File: config.mk
export PLATFORM = sky130hd
export DESIGN_NAME = gcd_unit_arbiter
export DESIGN_NICKNAME = d
export VERILOG_FILES = /design/src/rtl/gcd_unit_arbiter.sv
export SDC_FILE = /design/constraint.sdc
export NUM_CORES = 1
export LEC_CHECK = 0
export BUFFER_PORTS_ARGS = -buffer_cell sky130_fd_sc_hd__buf_2
export CORE_AREA = 3 3 156 158
export DETAILED_ROUTE_END_ITERATION = 10
export DIE_AREA = 0 0 159 161
export GPL_TIMING_DRIVEN = 0
export PLACE_DENSITY_LB_ADDON = 0.1
export SYNTH_ARGS = -nofsm -noshare
export SYNTH_HDL_FRONTEND = slang
export SYNTH_SLANG_ARGS = --single-unit
File: constraint.sdc
create_clock -name clk -period 2.3 [get_ports clk]
set_input_delay 0.345 -clock clk [delete_from_list [all_inputs] [get_ports clk]]
set_output_delay 0.345 -clock clk [all_outputs]
set_load 0.05 [all_outputs]
File: src/rtl/gcd_unit_arbiter.sv
// gcd_unit_arbiter: round-robin sharing of one multi-cycle two-operand unit among NREQ requesters
module gcd_unit_arbiter #(
  parameter int NREQ    = 4,
  parameter int W       = 32,
  parameter int IDW     = $clog2(NREQ),
  parameter int TIMEOUT = 1024
) (
  input  logic            clk,
  input  logic            reset_n,
  input  logic [NREQ-1:0] req_valid,
  output logic [NREQ-1:0] req_ready,
  input  logic [NREQ*W-1:0] req_x,
  input  logic [NREQ*W-1:0] req_y,
  output logic            resp_valid,
  input  logic            resp_ready,
  output logic [IDW-1:0]  resp_id,
  output logic [W-1:0]    resp_res,
  output logic            resp_err,
  input  logic            unit_input_ready,
  output logic            unit_input_valid,
  output logic [W-1:0]    unit_x,
  output logic [W-1:0]    unit_y,
  input  logic            unit_output_valid,
  input  logic [W-1:0]    unit_res
);
  localparam int CW = TIMEOUT > 1 ? $clog2(TIMEOUT) : 1;
  localparam logic [1:0] IDLE = 2'd0, ISSUE = 2'd1, BUSY = 2'd2, RESP = 2'd3;
  logic [1:0] state;
  logic [IDW-1:0] ptr, gid, gnt, cand;
  logic any, ov_q, done, tmo;
  logic [CW-1:0] cnt;
  logic [W-1:0] x_q, y_q;
  // scan downwards so the lowest offset from the pointer wins
  always_comb begin
    gnt = ptr;
    any = 1'b0;
    cand = '0;
    for (int k = NREQ - 1; k >= 0; k--) begin
      cand = IDW'((int'(ptr) + k) % NREQ);
      if (req_valid[cand]) begin
        gnt = cand;
        any = 1'b1;
      end
    end
  end
  assign done = unit_output_valid && !ov_q;
  assign tmo = TIMEOUT != 0 && cnt == CW'(TIMEOUT - 1);
  // gated by reset so no accept pulse is shown while the block is held in reset
  assign req_ready = (reset_n && state == IDLE && any && unit_input_ready) ? NREQ'(1) << gnt : '0;
  assign unit_input_valid = state == ISSUE;
  assign resp_valid = state == RESP;
  assign resp_id = gid;
  assign unit_x = x_q;
  assign unit_y = y_q;
  always_ff @(posedge clk or negedge reset_n) begin
    if (!reset_n) begin
      state <= IDLE;
      ptr <= '0;
      gid <= '0;
      ov_q <= 1'b0;
      cnt <= '0;
      x_q <= '0;
      y_q <= '0;
      resp_res <= '0;
      resp_err <= 1'b0;
    end else begin
      ov_q <= unit_output_valid;
      if (state == IDLE && any && unit_input_ready) begin
        state <= ISSUE;
        gid <= gnt;
        x_q <= req_x[gnt*W +: W];
        y_q <= req_y[gnt*W +: W];
      end
      if (state == ISSUE && unit_input_ready) begin
        state <= BUSY;
        cnt <= '0;
      end
      if (state == BUSY) begin
        cnt <= cnt + 1'b1;
        if (done || tmo) begin
          state <= RESP;
          resp_res <= done ? unit_res : '0;
          resp_err <= !done;
        end
      end
      if (state == RESP && resp_ready) begin
        state <= IDLE;
        ptr <= gid == IDW'(NREQ - 1) ? '0 : gid + 1'b1;
      end
    end
  end
endmodule

Word level (Yosys, flattened, before mapping)
Cells that the tools add are included.
{ "word_totals": {"word_cells": 66, "regBits": 114, "input_bits": 297, "output_inout_bits": 105} }
{ "classes": {"n_eq_ne": 5, "magnitude_cmp": 4, "n_mux": 26, "shift": 3, "add_sub_neg": 5, "reduce_logical": 14} }
{ "op_table": {"columns": ["operator", "count"], "rows": [
  ["$shiftx A128 B8 Y32", 2],
  ["$mux W32", 1],
  ["$mux W10", 2],
  ["$mux W2", 10],
  ["$lt A2 B3 Y1 const B", 4],
  ["$add A10 B1 Y10 const B", 1],
  ["$eq A10 B10 Y1 const B", 1],
  ["$bmux W1 S2", 4],
  ["$logic_and A1 B1 Y1", 8],
  ["$mux W1", 8],
  ["$eq A2 B2 Y1 const B", 3],
  ["$add A2 B1 Y2 const B", 2],
  ["$add A2 B2 Y2 const B", 2],
  ["$mux W4", 1],
  ["$shl A1 B2 Y4 const A", 1],
  ["$eq A2 B1 Y1 const B", 1],
  ["$logic_not A1 Y1", 2],
  ["$logic_not A2 Y1", 1],
  ["$reduce_and A2 Y1", 1],
  ["$reduce_bool A2 Y1", 1],
  ["$logic_or A1 B1 Y1", 1]
]} }

Longest topological paths before layout
Gate-level depths: netlist of the first run.
{ "logic_depth": {"word_depth": 14, "ltp_mapped": 9, "mapped_depth_nobuf": 6} }

Least setup slack after synthesis of the first run
Ideal clock, no wire load.
{ "synth_path": {"kind": "reg2out", "from": "register state[0]", "to": "output port req_ready[0]", "stages_incl_launch_ff": 7, "arrival_time_ps": 2007, "n_path_buf": 2, "setup_slack_ps": -52, "required_time_ps": 1955, "cell_sequence": "dfrtp_1 buf_2 and4b_1 a31oi_2 a21oi_4 clkbuf_1 and3_1"} }
{ "synth_via": {"elab_chain_cells": 5} }
{ "synth_rtl": {"columns": ["element", "line_no", "source"], "rows": [
  ["start, declared", "28", "logic [1:0] state;"],
  ["start signal, assigned", "57", "state <= IDLE;"],
  ["start signal, assigned", "69", "state <= ISSUE;"],
  ["start signal, assigned", "75", "state <= BUSY;"],
  ["$logic_not A2 Y1", "49", "assign req_ready = (reset_n && state == IDLE && any && unit_input_ready) ? NREQ'(1) << gnt : '0;"],
  ["$logic_and A1 B1 Y1 (3 in a row)", "49", null],
  ["$mux W4", "49", null],
  ["end, declared", "11", "output logic [NREQ-1:0] req_ready,"]
]} }
Every way passes these cells.

Worst setup path in the final report of the first run
{ "layout_path": {"from": "register state[0]", "to": "output port req_ready[1]"} }
The elaborated chain is that of the path after synthesis.

==> reports/results.ini, run 1 <==
[worst_setup_path]
rr_endpoint=unit_x[27]
endpoint=req_ready[1]
end_kind=primary output
r2r_slack_ns=0.10
crit_required_ns=1.96
rr_startpoint=ptr[0]
crit_start=state[0]
cp.arrival_ns=2.15
crit_type=flip-flop to primary output
crit_path_start_kind=flip-flop
crit_fanout=6
r2r_cells=7

[timing]
finalHoldViolCount=0
clock.fmax_mhz=400
worst_slew_pin_slew_ns=0.666
holdWs_ns=0.0530
setup_slack_ns=-0.200
tns_ns=-0.750
finalSetupViolCount=4
min_period_ns=2.50
fin_skew_ns=0.0102
period_share_pct=109
slew_headroom_pct=55.6
maxSlewViolCount=0
rsz0062_at_grt=true

[power]
powerDensity_nw_per_um2=1530
p_sw_share_pct=52.7
power_mw=15.7
p_sw_mw=8.30
max-vdd-ir-drop_v=0.000767
leakagePower_nw=4.80
p_comb_share_pct=61.8
internal_power_mw=7.45
p_clk_share_pct=15.8
p_seq_share_pct=22.4

[cts]
insertion_delay_ns=0.41
clock_sinks=114
root_buffer=clkbuf_16
htree_levels=4
cts.path.max_buffers=2
cts_tree=done
cts_made_buffers=17
clkTransAtPathRegs_ns=0.06

[grt]
antenna_found_initial=10
grt_pass1_vias=7880
grt_pass1_wl_um=47800
grt_max_degree=63
grt_use_total_pct=24.4
gr-total-overflow=0

[drt]
detail_route.iter0.violations=476
drc=0
routedWlPerCell_um=21.6
drt-total-wl_um=32300
ant_nets=0
drt_first_pass_iters=5
vias=7807
viasPerCell=5.22

[yosys]
synthesis.nets=1018
synthArstFlopShare_pct=100
synth_cells=719
netlist_area_sq_um=6810
synth.avg_cell_area_sq_um=9.48
synth_seq_area_share_pct=41.9
synth-edff-count=0
synth_area_leaders=dfrtp_1, a22oi_1, a31oi_1
yosys.area.top_type_share_pct=41.9
ys_warn_count=0
synth_top_area_cell=dfrtp_1
ys_types=57
ys_seq_elements=114
synth_ff_type=dfrtp_1

[placement]
hpwl_um=24400
place.gp.congestion=0.832
placed_area_sq_um=9250
port_buffers=399
dp_slack_ns=-0.841
dp_cells=1438

[layout]
fin_area_sq_um=10300
syn_to_final_growth_pct=50.6
nets=1460
multi_input_area_sq_um=3620
finish.utilization_pct=44.1
drive_above_1_share_pct=47.1
finalNonFillerCells=1495
regArea_sq_um=2850
fillers=2437

[outcome]
status=finished with violations
violations=setup timing

[worst_hold_path]
worstHoldPathType=primary input to flip-flop

[floorplan]
initial_core_util_pct=29.3
die_w_um=159
die-area_sq_um=25600
fp.coreArea_sq_um=23300
row_count=56
pin_count=402
die_h_um=161

[job]
max_cap_viol_count=0

[worst min-delay path by stage]
stage | from | endpoint | depth (start not counted)
finish | unit_output_valid | ov_q | 1
detailed placement | reset_n | unit_x[12] | 1
global placement | cnt[9] | cnt[9] | 1
global route | unit_output_valid | ov_q | 1
CTS | unit_output_valid | ov_q | 1
floorplan | reset_n | cnt[0] | 0
[worst max-delay path: stages, from the launching register on]
cell and delay, ns:
dfrtp_1 0.40, buf_6 0.14, buf_6 0.10, a211o_1 0.28, a21oi_4 0.19, buf_12 0.15, clkbuf_16 0.15, and3_4 0.19
buf_8 0.14
[placed cells by master (no fill, tap or decap), types with 4 or more instances in the layout]
cell type,synthesis,routed
a22oi_1,64,64
nand2b_1,4,4
dfrtp_1,114,113
nor4b_1,36,36
o21ai_1,4,5
nand3_1,61,61
nand2_1,14,14
a31oi_1,65,65
buf_4,1,24
inv_1,8,8
buf_12,0,5
buf_8,0,4
clkinvlp_4,0,6
a21oi_1,9,9
clkbuf_1,44,34
buf_6,6,11
o21ai_0,37,36
nor2_1,69,69
clkbuf_2,0,12
buf_2,27,411
mux2_2,22,22
o31a_1,36,36
mux2_4,9,9
clkinv_2,0,4
a22o_1,32,32
clkbuf_16,0,18
[routing by layer]
layer / share of wire [%] / up-vias / global-route usage [%]
li1: - / 3685 / -
met1: 41 / 3712 / 30.4
met2: 48 / 334 / 41.0
met3: 7.6 / 62 / 6.80
met4: 3.0 / 14 / 8.24
met5: 0.22 / - / 0
[flip-flops by register name (all words and copies together) (netlist names)]
name      count
resp_err      1
unit_y       32
state         2
cnt          10
ptr           2
ov_q          1
unit_x       32
resp_res     32
resp_id       2
[logic make-up after synthesis]
kind of cell,synth area share [%]
AND/OR/NAND/NOR,17.1
adder cells (fa/ha/maj),0.367
AO/OA/AOI/OAI,28.4
multiplexers,6.06
buffers and inverters,6.17
flip-flops,41.9
[power by group through the flow]
stage	Sequential [mW]	Combinational, mW	Clock, mW
final	3.53	9.73	2.49
after global routing	3.64	10.3	2.62
after CTS	3.52	9.63	2.55
after detailed placement	3.53	9.23	0
after global placement	3.52	9.21	0
after floorplan	6.57	3.51	0
[Yosys cell counts, types with 6 or more instances]
master	n
dfrtp_1	114
nor2_1	69
a31oi_1	65
a22oi_1	64
nand3_1	61
clkbuf_1	44
o21ai_0	37
nor4b_1	36
o31a_1	36
a22o_1	32
buf_2	27
mux2_2	22
nand2_1	14
a21oi_1	9
mux2_4	9
inv_1	8
and3_1	7
buf_6	6
[what timing repair did]
action	CTS	global route
hold buffers	2	0
resized for setup	42	29
hold endpoints to repair	52	0
buffers inserted	16	8
setup endpoints to repair	70	55
pin swaps	5	5
[area by class of cell]
class	count	share of cell area, %
Tap cell	319	3.89
Inverter	8	0.293
Antenna cell	2	0.0488
Multi-Input combinational cell	515	35.3
Buffer	80	4.60
Sequential cell	114	27.8
Clock inverter	13	1.10
Clock buffer	19	4.22
Timing Repair Buffer	425	22.7
No activity file was read; power rests on OpenSTA's default activity.
==> inputs of run 2 (changes only) <==
--- a/config.mk
+++ b/config.mk
@@ -10,7 +10,7 @@
 export DETAILED_ROUTE_END_ITERATION = 10
 export DIE_AREA = 0 0 159 161
 export GPL_TIMING_DRIVEN = 0
-export PLACE_DENSITY_LB_ADDON = 0.1
+export PLACE_DENSITY = 0.64
 export SYNTH_ARGS = -nofsm -noshare
 export SYNTH_HDL_FRONTEND = slang
 export SYNTH_SLANG_ARGS = --single-unit
==> run 2 against run 1 <==
  * The run still ends with setup timing left
  * Worst setup slack worse by 0.014 ns
  * Wire length is 0.21% higher
  * Power is 1.5% higher
  * Largest cell class unchanged
==> reports/results.ini, run 2 (same netlist as run 1, synthesis figures left out) <==
[outcome]
status=finished with violations
violations=setup timing

[drt]
drt-total-wl_um=32400
ant_nets=0
routedWlPerCell_um=21.7
viasPerCell=5.25
drc=0
detail_route.iter0.violations=562
vias=7844
drt_first_pass_iters=5

[layout]
drive_above_1_share_pct=47.3
syn_to_final_growth_pct=50.8
fillers=2350
layout_commonest_cell=buf_2
final_cell_mix=buf_2, dfrtp_1, nor2_1
finish.utilization_pct=44.2
nets=1460
multi_input_area_sq_um=3630
regArea_sq_um=2860

[power]
max-vdd-ir-drop_v=0.000629
power_mw=16.0
leakagePower_nw=4.82
powerDensity_nw_per_um2=1560

[worst_setup_path]
cp.arrival_ns=2.17
r2r_slack_ns=0.12
crit_start=state[0]
end_kind=primary output
rr_startpoint=ptr[0]
crit_fanout=4
crit_path_start_kind=flip-flop
crit_required_ns=1.96
crit_type=flip-flop to primary output

[cts]
clock_sinks=114
clkTransAtPathRegs_ns=0.05
insertion_delay_ns=0.42
root_buffer=clkbuf_16
htree_levels=4
cts.path.max_buffers=2
cts_made_buffers=17
cts_tree=done

[grt]
antenna_found_initial=4
gr-total-overflow=0
grt_max_degree=65
grt_use_total_pct=24.4
grt_pass1_wl_um=47700
grt_pass1_vias=7893

[floorplan]
initial_core_util_pct=29.3
row_count=56
pin_count=402
die-area_sq_um=25600
fp.coreArea_sq_um=23300
die_h_um=161
die_w_um=159

[timing]
period_share_pct=109
finalSetupViolCount=4
worst_slew_pin_slew_ns=0.665
rsz0062_at_grt=true
finalHoldViolCount=0
fin_skew_ns=0.0119
setup_slack_ns=-0.213
maxSlewViolCount=0
slew_headroom_pct=55.7
clock.fmax_mhz=398
min_period_ns=2.51

[placement]
port_buffers=399
hpwl_um=24300
place.gp.congestion=0.877

[worst_hold_path]
worstHoldPathType=primary input to flip-flop
min-delay-start=unit_output_valid

[job]
max_cap_viol_count=0

-- run 2: what timing repair did --
item | CTS | global route
hold buffers | 2 | 0
endpoints found under the hold margin | 50 | 0
gates resized for setup | 45 | 28
pin swaps | 4 | 4
setup buffers | 16 | 6
gates cloned | 0 | 0
endpoints found under the setup margin | 70 | 67
-- run 2: per-stage QoR --
stage / cell area, sq um / setup slack [ns] / TNS, ns / hold slack, ns / instances
finish: 10300 / -0.213 / -0.748 / 0.0512 / 1494
detailed placement: 9260 / -0.898 / -18.38 / 0.338 / 1438
global route: 10300 / -0.272 / -1.01 / 0.0361 / 1493
CTS: 10200 / -0.203 / -2.07 / 0.0312 / 1487
global placement: 9210 / -1.28 / -105.88 / 0.458 / 1437
floorplan: 6820 / 0.0642 / 0 / 0.0494 / 719
-- run 2: layer usage --
layer  GRT usage [%]  vias up  wire [um]  part of all wire, %
met5               0        -         34                 0.11
met4            8.00        6        853                  2.6
met3            5.23       53       1980                  6.1
met2            42.2      353      16000                   50
met1            30.6     3752      13500                   42
li1                -     3680          -                    -
-- run 2: area by class of cell --
cell class | count | share of cell area, %
multi-input cells | 515 | 35.4
flip-flops and latches | 114 | 27.8
repair buffers | 424 | 22.3
plain buffers | 81 | 4.65
clock buffers | 21 | 4.48
well taps | 319 | 3.89
clock inverters | 11 | 1.24
inverters | 8 | 0.292
diodes | 1 | 0.0244
-- run 2: final timing paths --
path | endpoint | cells past startpoint
setup / recovery | req_ready[0] | 8
hold / removal | ov_q | 1
setup reg to reg | unit_x[1] | 7
hold reg to reg | resp_res[9] | 1
max in group asynchronous | unit_y[3] | 3
min in group asynchronous | resp_err | 3
-- run 2: critical path: stages, from the launching register on --
cell and delay, ns:
dfrtp_1 0.40, buf_6 0.14, and4b_2 0.31, a31oi_4 0.11
a21oi_4 0.16, buf_12 0.14, clkbuf_16 0.15, and3_4 0.19
buf_8 0.14
-- run 2: power by group --
part | leakage, nW | switching [mW] | total, mW | internal, mW
clock | 0.280 | 1.03 | 2.69 | 1.66
combinational | 3.20 | 6.80 | 9.77 | 2.97
sequential | 1.34 | 0.544 | 3.51 | 2.97
total | 4.82 | 8.38 | 16.0 | 7.60
==> inputs of run 3 (changes only) <==
--- a/config.mk
+++ b/config.mk
@@ -10,7 +10,9 @@
 export DETAILED_ROUTE_END_ITERATION = 10
 export DIE_AREA = 0 0 159 161
 export GPL_TIMING_DRIVEN = 0
+export HOLD_SLACK_MARGIN = 0.08
 export PLACE_DENSITY = 0.64
+export SETUP_SLACK_MARGIN = 0.05
 export SYNTH_ARGS = -nofsm -noshare
 export SYNTH_HDL_FRONTEND = slang
 export SYNTH_SLANG_ARGS = --single-unit
==> run 3 against run 2 <==
  * The run still ends with setup timing left
  * Clock skew down 0.0011 ns
  * Critical path depth unchanged
  * Worst hold slack better by 0.11 ns
  * Combinational power up 0.5%
  * Via count about the same
  * Global-route usage up 0.055 points
  * Critical endpoint unchanged
  * Cell area up 0.44%
  * Worst setup slack better by 0.0077 ns
  * Clock-buffer cell count unchanged
  * Die area unchanged
  * Highest routed layer unchanged
==> reports/results.ini, run 3 (same netlist as run 1, synthesis figures left out) <==
[outcome]
status=finished with violations
violations=setup timing

[timing]
period_share_pct=109
finalHoldViolCount=0
slew_headroom_pct=57.3
worst_slew_pin_slew_ns=0.641
clock.fmax_mhz=399
min_period_ns=2.51
fin_skew_ns=0.0108
setup_slack_ns=-0.206
tns_ns=-0.728
maxSlewViolCount=0
rsz0062_at_grt=true
finalSetupViolCount=4

[cts]
clkTransAtPathRegs_ns=0.06
root_buffer=clkbuf_16
htree_levels=4
cts_tree=done
insertion_delay_ns=0.42
clock_sinks=114
cts_made_buffers=17
cts.path.max_buffers=2

[power]
leakagePower_nw=4.85
max-vdd-ir-drop_v=0.000641
powerDensity_nw_per_um2=1550

[worst_hold_path]
hold_depth=2
min_to=resp_res[9]
worstHoldPathType=primary input to flip-flop
min-delay-start=unit_res[9]

[placement]
place.gp.congestion=0.877
port_buffers=399
dp_cells=1438
dp_slack_ns=-0.898
placed_area_sq_um=9260
hpwl_um=24300

[worst_setup_path]
path_cells=buf_6 > and4b_2 > a31oi_4 > a21oi_4 > buf_12 > clkbuf_16 > and3_4 > buf_8
cp_slowest_stage_delay_ns=0.40
crit_start=state[0]
crit_required_ns=1.96
crit_path_start_kind=flip-flop
cp_slowest_cell=dfrtp_1
crit_type=flip-flop to primary output
cp.arrival_ns=2.16
crit_fanout=4
cp_num_buf_inv=4
rr_startpoint=ptr[0]
crit_family=buffers and inverters
r2r_slack_ns=0.18
rr_endpoint=unit_y[3]
end_kind=primary output
r2r_cells=7

[layout]
syn_to_final_growth_pct=51.4
finish.utilization_pct=44.3
num_antenna_cells=0
final_cell_mix=buf_2, dfrtp_1, nor2_1
fin_area_sq_um=10300
layout_commonest_cell=buf_2
nets=1462
finalNonFillerCells=1495
drive_above_1_share_pct=47.9

[floorplan]
die-area_sq_um=25600
initial_core_util_pct=29.3
pin_count=402
fp.coreArea_sq_um=23300
die_h_um=161
row_count=56
die_w_um=159

[grt]
antenna_found_initial=4
grt_max_degree=65
grt_use_total_pct=24.5
gr-total-overflow=0
grt_pass1_vias=7897
grt_pass1_wl_um=47800

[drt]
ant_nets=0
drt-total-wl_um=32500
detail_route.iter0.violations=534
vias=7846
drt_first_pass_iters=5
drc=0
routedWlPerCell_um=21.7
viasPerCell=5.25

[job]
max_cap_viol_count=0

-- run 3: cell types whose count changed in the layout (fill, tap and decap cells not counted) --
| cell | change |
|---|---|
| diode_2 | -1 |
| clkbuf_2 | +5 |
| clkbuf_1 | -6 |
| buf_1 | -1 |
| dlygate4sd3_1 | +1 |
| clkbuf_4 | +1 |
| buf_12 | +1 |
| buf_6 | +1 |
-- run 3: layout make-up --
class	instances	area, sq um
buffer	80	484
clock buffer	21	460
clock inverter	11	128
fill	2349	12900
inverter	8	30.0
multi-input combinational	515	3630
sequential	114	2860
tap	319	399
timing repair buffer	427	2330
-- run 3: worst register-to-register path: cells and delay by family (launching register included) --
kind | cells | cell delay (ns)
compound gates | 4 | 0.88
flops | 1 | 0.37
buf+inv | 3 | 0.78
-- run 3: worst max path at each step --
stage                         endpoint  depth (start not counted)
after floorplan           req_ready[0]                          6
after global placement    req_ready[2]                          3
after detailed placement  req_ready[0]                          7
after CTS                 req_ready[1]                          8
after global routing      req_ready[1]                          8
final                     req_ready[0]                          8
-- run 3: power by group --
group          leakage [nW]  internal [mW]  switching [mW]
Clock                 0.280           1.66            1.02
Sequential             1.34           2.97           0.548
Combinational          3.23           3.01            6.80
-- run 3: layer usage --
layer / GRT usage, % / vias to the layer above / wire, um
met5: 0 / - / 34
met4: 8.00 / 6 / 885
met3: 5.23 / 56 / 2000
met2: 42.3 / 355 / 16000
met1: 30.7 / 3748 / 13600
li1: - / 3681 / -
-- run 3: repair_timing --
action | in CTS | in global routing
gates resized for setup | 47 | 38
hold endpoints to repair | 51 | 0
hold buffers | 3 | 0
buffers inserted | 16 | 8
pin swaps | 4 | 5
setup endpoints to repair | 70 | 69
-- run 3: through the flow --
step                      power (mW)  hold slack, ns
after detailed placement        12.8           0.338
after floorplan                 10.1          0.0494
after global routing            16.9           0.145
final                           16.0           0.160
after global placement          12.7           0.458
after CTS                       16.0           0.144
